--- src/rtl/param_register_file_if.sv ---
// Register-file access bundle: write, reserve and read-port signals for param_register_file.
// Combinational reads, registered writes and scoreboard; no backpressure.
interface param_register_file_if #(
  parameter int DATA_W   = 16,
  parameter int NUM_REGS = 32,
  parameter int NUM_RD   = 2
);
  localparam int AW = $clog2(NUM_REGS);

  logic                     i_wr_en;
  logic [AW-1:0]            i_wr_addr;
  logic [DATA_W-1:0]        i_wr_data;
  logic                     i_rsv_en;
  logic [AW-1:0]            i_rsv_addr;
  logic [NUM_RD*AW-1:0]     i_rd_addr;
  logic [NUM_RD*DATA_W-1:0] o_rd_data;
  logic [NUM_RD-1:0]        o_rd_busy;
  logic [NUM_REGS-1:0]      o_busy_vec;

  modport master (
    output i_wr_en, i_wr_addr, i_wr_data, i_rsv_en, i_rsv_addr, i_rd_addr,
    input  o_rd_data, o_rd_busy, o_busy_vec
  );

  modport slave (
    input  i_wr_en, i_wr_addr, i_wr_data, i_rsv_en, i_rsv_addr, i_rd_addr,
    output o_rd_data, o_rd_busy, o_busy_vec
  );
endinterface

--- src/rtl/param_register_file.sv ---
// Multi-port register file with write-through bypass and a per-register busy scoreboard.
// Reads are 0-cycle combinational, writes/reserves take effect on the next edge; never stalls.
module param_register_file #(
  parameter int DATA_W   = 16,
  parameter int NUM_REGS = 32,
  parameter int NUM_RD   = 2,
  parameter int ZERO_REG = 1
) (
  input  logic                  i_clk,
  input  logic                  i_rst_n,
  param_register_file_if.slave  bus
);
  localparam int AW = $clog2(NUM_REGS);

  logic [DATA_W-1:0]        mem [NUM_REGS];
  logic [NUM_REGS-1:0]      busy;
  logic [NUM_REGS-1:0]      busy_nxt;
  logic                     wr_ok;
  logic                     rsv_ok;
  logic [NUM_RD*DATA_W-1:0] rd_data;
  logic [NUM_RD-1:0]        rd_busy;

  // Addresses that name a real, writable register; the hardwired zero and
  // out-of-range slots are excluded so they never store, bypass or go busy.
  function automatic logic addr_ok(input logic [AW-1:0] a);
    logic in_range;
    logic is_zero;
    in_range = ({1'b0, a} < (AW+1)'(NUM_REGS));
    is_zero  = (ZERO_REG != 0) && (a == '0);
    return in_range && !is_zero;
  endfunction

  assign wr_ok  = bus.i_wr_en  && addr_ok(bus.i_wr_addr);
  assign rsv_ok = bus.i_rsv_en && addr_ok(bus.i_rsv_addr);

  // Reserve is applied after the write clear so it wins on a shared address.
  always_comb begin
    busy_nxt = busy;
    if (wr_ok) begin
      busy_nxt[bus.i_wr_addr] = 1'b0;
    end
    if (rsv_ok) begin
      busy_nxt[bus.i_rsv_addr] = 1'b1;
    end
  end

  always_ff @(posedge i_clk or negedge i_rst_n) begin
    if (!i_rst_n) begin
      for (int i = 0; i < NUM_REGS; i++) begin
        mem[i] <= '0;
      end
      busy <= '0;
    end else begin
      if (wr_ok) begin
        mem[bus.i_wr_addr] <= bus.i_wr_data;
      end
      busy <= busy_nxt;
    end
  end

  // Read ports: outputs are forced low while reset is asserted so a
  // pending write cannot leak through the bypass path.
  always_comb begin
    logic [AW-1:0] a;
    logic          hit;
    rd_data = '0;
    rd_busy = '0;
    a       = '0;
    hit     = 1'b0;
    for (int p = 0; p < NUM_RD; p++) begin
      a   = bus.i_rd_addr[p*AW +: AW];
      hit = wr_ok && (bus.i_wr_addr == a);
      if (i_rst_n && addr_ok(a)) begin
        rd_data[p*DATA_W +: DATA_W] = hit ? bus.i_wr_data : mem[a];
        rd_busy[p]                  = busy[a] && !hit;
      end
    end
  end

  assign bus.o_rd_data  = rd_data;
  assign bus.o_rd_busy  = rd_busy;
  assign bus.o_busy_vec = busy;
endmodule
--- src/flat_wrapper.sv ---
// flat-port wrapper written by rule: the top's interface ports become plain ports
module param_register_file_flat 
#(
  parameter int DATA_W   = 16,
  parameter int NUM_REGS = 32,
  parameter int NUM_RD   = 2,
  parameter int ZERO_REG = 1
)
  (i_clk, i_rst_n, bus_i_wr_en, bus_i_wr_addr, bus_i_wr_data, bus_i_rsv_en, bus_i_rsv_addr, bus_i_rd_addr, bus_o_rd_data, bus_o_rd_busy, bus_o_busy_vec);
  param_register_file_if #(.DATA_W(DATA_W), .NUM_REGS(NUM_REGS), .NUM_RD(NUM_RD)) bus_i ();
  input  logic i_clk;
  input  logic i_rst_n;
  input wire logic [$bits(bus_i.i_wr_en)-1:0] bus_i_wr_en;
  input wire logic [$bits(bus_i.i_wr_addr)-1:0] bus_i_wr_addr;
  input wire logic [$bits(bus_i.i_wr_data)-1:0] bus_i_wr_data;
  input wire logic [$bits(bus_i.i_rsv_en)-1:0] bus_i_rsv_en;
  input wire logic [$bits(bus_i.i_rsv_addr)-1:0] bus_i_rsv_addr;
  input wire logic [$bits(bus_i.i_rd_addr)-1:0] bus_i_rd_addr;
  output wire logic [$bits(bus_i.o_rd_data)-1:0] bus_o_rd_data;
  output wire logic [$bits(bus_i.o_rd_busy)-1:0] bus_o_rd_busy;
  output wire logic [$bits(bus_i.o_busy_vec)-1:0] bus_o_busy_vec;
  assign bus_i.i_wr_en = bus_i_wr_en;
  assign bus_i.i_wr_addr = bus_i_wr_addr;
  assign bus_i.i_wr_data = bus_i_wr_data;
  assign bus_i.i_rsv_en = bus_i_rsv_en;
  assign bus_i.i_rsv_addr = bus_i_rsv_addr;
  assign bus_i.i_rd_addr = bus_i_rd_addr;
  assign bus_o_rd_data = bus_i.o_rd_data;
  assign bus_o_rd_busy = bus_i.o_rd_busy;
  assign bus_o_busy_vec = bus_i.o_busy_vec;
  param_register_file #(.DATA_W(DATA_W), .NUM_REGS(NUM_REGS), .NUM_RD(NUM_RD), .ZERO_REG(ZERO_REG)) u_core (.i_clk(i_clk), .i_rst_n(i_rst_n), .bus(bus_i));
endmodule
--- config.mk ---
export PLATFORM = sky130hd
export DESIGN_NAME = param_register_file_flat
export DESIGN_NICKNAME = d
export VERILOG_FILES = /design/src/rtl/param_register_file_if.sv /design/src/rtl/param_register_file.sv /design/src/flat_wrapper.sv
export SDC_FILE = /design/constraint.sdc
export NUM_CORES = 1
export LEC_CHECK = 0
export BUFFER_PORTS_ARGS = -buffer_cell sky130_fd_sc_hd__buf_2
export CORE_AREA = 2 2 278 280
export CTS_CLUSTER_SIZE = 8
export DETAILED_ROUTE_END_ITERATION = 8
export DIE_AREA = 0 0 280 282
export GPL_TIMING_DRIVEN = 0
export PLACE_DENSITY_LB_ADDON = 0.05
export SLEW_MARGIN = 20
export SYNTH_ARGS = -nofsm -noshare
export SYNTH_HDL_FRONTEND = slang
export SYNTH_SLANG_ARGS = --single-unit
--- constraint.sdc ---
create_clock -name i_clk -period 2.5 [get_ports i_clk]
set_input_delay 0 -clock i_clk [delete_from_list [all_inputs] [get_ports i_clk]]
set_output_delay 0 -clock i_clk [all_outputs]
set_load 0.1 [all_outputs]
Yosys cells after proc, flatten, opt, wreduce, memory -nomap -nowiden
Index checks and enable logic that the tools add are counted.

Output and inout port bits: 66. Bits of input ports: 40. Bits in registers: 544.

Mux-type cells: 25. Bitwise logic cells: 6. Magnitude comparators: 10. Reductions and logical operators: 21. Eq/ne operators: 2.

Operator list (count): bitwise mux 512 bit (1); binary-select mux 16 bit (select 5 bit) (2); two-way mux 16 bit (9); demux 16 bit (select 5 bit) (1); two-way mux 32 bit (2); bitwise AND 32 bit (1); inverter 32 bit (1); bitwise OR 32 bit (1); less-than comparator 5 x 6 -> 1 bit, second input constant (4); logical NOT 5 bit (4); greater-or-equal comparator 6 bit, second input constant (3); inverter 5 -> 6 bit (3); logical AND 1 bit (11); binary-select mux 1 bit (select 5 bit) (2); demux 1 bit (select 5 bit) (2); equality test 5 bit (2); greater-or-equal comparator 5 x 1 -> 1 bit, second input constant (2); logical NOT 1 bit (6); less-than comparator 6 x 1 -> 1 bit, second input constant (1); two-way mux 1 bit (6).

Logic depth before layout (Yosys ltp)
Word-level depth: 9. Mapped depth: 9.

Worst setup path after synthesis
No wires, ideal clock.

Path type: register to output. Start point: register u_core.busy[5] (netlist: u_core.bus.o_busy_vec[5]). End point: output port bus_o_rd_busy[0]. Required time: 2500 ps. Data arrival time: 4448 ps. Stages on the path, launching flop included: 5. Setup slack: -1948 ps. Cells stage by stage: dfrtp_1 -> mux4_2 -> mux4_2 -> nor2_1 -> nor4_1.

Longest elaborated chain between the ends: 4.

Ends and longest elaborated chain: from (decl) (line param_register_file.sv:16) `logic [NUM_REGS-1:0] busy;`; from (signal assigned) (line param_register_file.sv:57) `busy <= busy_nxt;`; binary-select mux 1 bit (select 5 bit) (line param_register_file.sv:75) `rd_busy[p] = busy[a] && !hit;`; two-way mux 1 bit (implied by the code) (line param_register_file.sv:75); logical AND 1 bit (line param_register_file.sv:75); two-way mux 1 bit (line param_register_file.sv:73) `if (i_rst_n && addr_ok(a)) begin`; to (decl) (line flat_wrapper.sv:20) `output wire logic [$bits(bus_i.o_rd_busy)-1:0] bus_o_rd_busy;`.

Every way passes these cells. The select of a mux whose other input is x is not followed.

Worst setup path after layout
Start point: register u_core.mem[17] (netlist name). End point: output port bus_o_rd_data[1].

Longest elaborated chain between the ends: 5.

Ends and longest elaborated chain: from (decl) (line param_register_file.sv:15) `logic [DATA_W-1:0] mem [NUM_REGS];`; from (signal, indexed assignment) (line param_register_file.sv:55) `mem[bus.i_wr_addr] <= bus.i_wr_data;`; binary-select mux 16 bit (select 5 bit) (line param_register_file.sv:74) `rd_data[p*DATA_W +: DATA_W] = hit ? bus.i_wr_data : mem[a];`; two-way mux 16 bit (implied by the code) (2 in a row) (line param_register_file.sv:74); two-way mux 16 bit (line param_register_file.sv:74); two-way mux 16 bit (line param_register_file.sv:73); to (decl) (line flat_wrapper.sv:19) `output wire logic [$bits(bus_i.o_rd_data)-1:0] bus_o_rd_data;`.

Every way passes these cells. The select of a mux whose other input is x is not followed.

==> flow_summary.toml <==
[timing]
period_needed_ns = 2.680
rsz0062_at_grt = "yes"
final.setup.tns_ns = -2.719
final-setup-viol-count = 30
clock_skews_ns = 0
endpoints_failing_hold = 0
slew_headroom_pct = 8.867
timing.final.max_slew_violations = 0
post-route-period-util_pct = 107.2
postLayoutSetupSlackWorst_ns = -0.1796
fmaxAchievable_mhz = 373.2
timing_worst_slew_pin_value_ns = 1.367

[synthesis]
syn_area_per_cell_um2 = 14.58
synth_cell_area_um2 = 30070
post_synthesis_cell_type_with_the_largest_combined_area = "sky130_fd_sc_hd__dfrtp_1"
synth_cells = 2062
synth_cell_type_count = 65
async_reset_ff_share_pct = 100.0
area_share_of_the_largest_cell_type_after_synthesis_pct = 45.27
area_share_of_xor_xnor_cells_in_the_synthesized_design_pct = 0.2621
synth_simple_gate_area_share_pct = 3.100
primary_ff_master_synth = "sky130_fd_sc_hd__dfrtp_1"
synth.most_common_cell = "sky130_fd_sc_hd__dfrtp_1"
synth_fa_ha_area_share_pct = 0
synth-warning-count = 0
synth_top_family_by_area = "multiplexers"
synth_compound_area_share_pct = 5.292
seq_area_frac_synth_pct = 45.27
synth-edff-count = 0
post_synth_mux_area_share_pct = 42.08
netlist_top_cells_area = "sky130_fd_sc_hd__dfrtp_1 45%, sky130_fd_sc_hd__mux2_2 20%, sky130_fd_sc_hd__mux4_2 17%"
postSynthNetCount = 2102
synth_seq_cells = 544
yosys-top-cells-count = "544 x sky130_fd_sc_hd__dfrtp_1, 527 x sky130_fd_sc_hd__mux2_2, 221 x sky130_fd_sc_hd__mux4_2"

[clock_network]
tritoncts.num_buffers = 78
clk-insertion-delay-late_ns = 0.61
cts_root_buf = "sky130_fd_sc_hd__clkbuf_16"
cts.clk_slew.worst_paths_ns = 0.06
cts_tree = "done"
clock_sinks = 544
cts_htree_levels = 3
clock_path_buffers = 3

[worst_hold_path]
worst_hold_path_type = "in2reg"
worstHoldEndpoint = "u_core.mem[195]$_DFFE_PN0P_"
timing.hold.worst_path_depth = 3
worst_hold_startpoint = "bus_i_wr_addr[2]"

[finish]
instances_no_fill = 3316
drive_above_1_share_pct = 52.76
fin_util_pct = 47.87
layout-area-overhead-vs-synth_pct = 20.48
post-route-cell-area_um2 = 36230
finish.net_count = 2367

[power]
ir_worst_vdd_mv = 0.4776
static-leakage-power_uw = 0.01572
power_density_nw_per_um2 = 830.5

[route]
dr.first_iter.drc_count = 2292
routed_via_count = 21641
drtPass1Iterations = 5
avgViaCountPerCell = 6.526
remaining_drc_errors = 0
antenna_left = 0
totalWireLength_um = 127900
avgRoutedWirePerCell_um = 38.58

[global_routing]
busiest_layer = "met2"
met3_demand_to_capacity_share_in_global_routing_pct = 6.190
first_pass_grt_wire_length_um = 177000
grtUsageMet1_pct = 43.40
first_global_vias = 22179
grt_max_degree = 94
antenna_found_initial = 0
track_usage_pct = 32.63
grtUsageMet2_pct = 49.85
grt_remaining_overflow = 0

[die]
floorplan.die.width_um = 280
design.core.area_um2 = 75700
floorplan_row_count = 101
die-area_um2 = 78960
io_pins = 106
chipHeight_um = 282
start_util_pct = 39.73

[critical_path]
worst-endpoint-arrival_ns = 2.68
cp_slowest_cell = "sky130_fd_sc_hd__mux4_2"
r2r_slack_ns = 1.13
crit_path_end_kind = "output port"
timing.rr.start = "u_core.bus.o_busy_vec[5]$_DFF_PN0_"
crit_path_max_incr_delay_ns = 0.48
worst_endpoint_required_time_ns = 2.50
timing.critical_path.from_type = "flip-flop"
reg2reg_depth = 4
worstPathCellList = "mux4_2, mux2_4, a221o_1, a32o_2, buf_12"
setup.worst_path.class = "reg2out"
critPathMaxFanout = 3
critical_path.reg2reg.endpoint = "u_core.bus.o_busy_vec[5]$_DFF_PN0_"

[run_status]
outcome = "finished, violations left"
violations = "negative setup slack"

[placement]
dpl-instance-area_um2 = 32050
gp_routability_congestion = 0.9519
port_buffers = 95
dpl.hpwl_um = 88240
place_ws_ns = -1.284
post-place-cells = 3143

[flow_run]
max_cap_viol_count = 0
## placed cells by master (no fill, tap or decap), types with 6 or more instances in the layout
cell / netlist / layout
sky130_fd_sc_hd__a211oi_2: 0 / 9
sky130_fd_sc_hd__clkbuf_2: 0 / 11
sky130_fd_sc_hd__mux2i_1: 118 / 93
sky130_fd_sc_hd__a32o_2: 0 / 15
sky130_fd_sc_hd__nand2b_1: 10 / 10
sky130_fd_sc_hd__mux2_4: 0 / 27
sky130_fd_sc_hd__mux2i_2: 0 / 10
sky130_fd_sc_hd__buf_8: 0 / 9
sky130_fd_sc_hd__mux4_2: 221 / 234
sky130_fd_sc_hd__mux4_1: 19 / 6
sky130_fd_sc_hd__clkbuf_1: 106 / 95
sky130_fd_sc_hd__mux2_2: 527 / 500
sky130_fd_sc_hd__buf_6: 16 / 31
sky130_fd_sc_hd__buf_2: 61 / 98
sky130_fd_sc_hd__mux2i_4: 0 / 15
sky130_fd_sc_hd__inv_1: 7 / 6
sky130_fd_sc_hd__a221o_1: 29 / 25
sky130_fd_sc_hd__o21ai_0: 48 / 46
sky130_fd_sc_hd__clkbuf_16: 0 / 78
sky130_fd_sc_hd__o211a_1: 15 / 15
sky130_fd_sc_hd__nor2b_1: 19 / 13
sky130_fd_sc_hd__a21oi_1: 28 / 27
sky130_fd_sc_hd__dlygate4sd3_1: 4 / 37
sky130_fd_sc_hd__buf_4: 20 / 70
sky130_fd_sc_hd__o221ai_1: 30 / 25
sky130_fd_sc_hd__clkbuf_4: 1 / 6
sky130_fd_sc_hd__buf_16: 0 / 12
sky130_fd_sc_hd__nor2_1: 27 / 23
sky130_fd_sc_hd__nor2_2: 8 / 9
sky130_fd_sc_hd__nand2_1: 72 / 71
sky130_fd_sc_hd__nor3_1: 10 / 9
sky130_fd_sc_hd__dfrtp_1: 544 / 544
sky130_fd_sc_hd__nand3_1: 10 / 9
sky130_fd_sc_hd__buf_12: 1 / 30
sky130_fd_sc_hd__a211oi_1: 18 / 6
## layer usage
| metal | up-vias | part of all wire (%) |
|---|---|---|
| met2 | 1037 | 45 |
| met1 | 11788 | 41 |
| li1 | 8506 | - |
| met4 | 0 | 6.9 |
| met5 | - | 0 |
| met3 | 310 | 7.0 |
## cell type report
cell class                      instances  area (µm²)
Tap cell                              978        1224
Antenna cell                            1       2.502
Clock inverter                          8       128.9
Fill cell                            6625       39460
Clock buffer                           82        1967
Timing Repair Buffer                  186        2001
Inverter                                7       26.28
Sequential cell                       544       13610
Buffer                                219        1381
Multi-Input combinational cell       1291       15890
## stage by stage
step | hold slack [ns] | power, µW
2_1_floorplan | -0.2956 | 16980
5_1_grt | 0.1107 | 31060
6_report | 0.1067 | 30090
3_3_place_gp | 0.3236 | 19230
4_1_cts | 0.05344 | 29970
3_5_place_dp | 0.04933 | 19460
## timing repair
| action | 4_1_cts | 5_1_grt |
|---|---|---|
| setup buffers | 27 | 15 |
| hold buffers | 38 | 1 |
| cloned | 2 | 0 |
| endpoints found under the hold margin | 228 | 21 |
| pin swaps | 29 | 25 |
| resized for setup | 297 | 63 |
| endpoints found under the setup margin | 34 | 33 |
## how the worst max path moves through the flow
stage,from,endpoint,cells after the start
after floorplan,u_core.bus.o_busy_vec[5]$_DFF_PN0_,bus_o_rd_busy[0],4
after global placement,i_rst_n,bus_o_rd_data[9],6
after detailed placement,i_rst_n,bus_o_rd_data[9],8
after CTS,u_core.mem[21]$_DFFE_PN0P_,bus_o_rd_data[5],5
after global routing,u_core.mem[17]$_DFFE_PN0P_,bus_o_rd_data[1],5
final,u_core.mem[17]$_DFFE_PN0P_,bus_o_rd_data[1],5
## worst max-delay path: cells and delay by family, from the launching register on
| family | cells | cell delay (ns) |
|---|---|---|
| DFF | 1 | 0.39 |
| AOI/OAI and AO/OA | 2 | 0.68 |
| muxes | 2 | 0.79 |
| buffers and inverters | 1 | 0.18 |
## state kept, by name, summed over array words and instances (netlist names)
register               cells
u_core.bus.o_busy_vec     32
u_core.mem               512
## report_power, final
part	internal [µW]	switching, µW	total [µW]
sequential	10500	1420	11900
clock	5640	4100	9750
combinational	3970	4440	8400
total	20100	9970	30100
## cells by family (layout without fill, tap and decap cells)
family / after synthesis / count (layout)
AO/OA/AOI/OAI: 210 / 210
XOR/XNOR: 9 / 9
buffers and inverters: 227 / 502
flip-flops: 544 / 544
multiplexers: 888 / 888
other: 0 / 1
AND/OR/NAND/NOR: 184 / 184
Power figures use the tool's default switching activity.
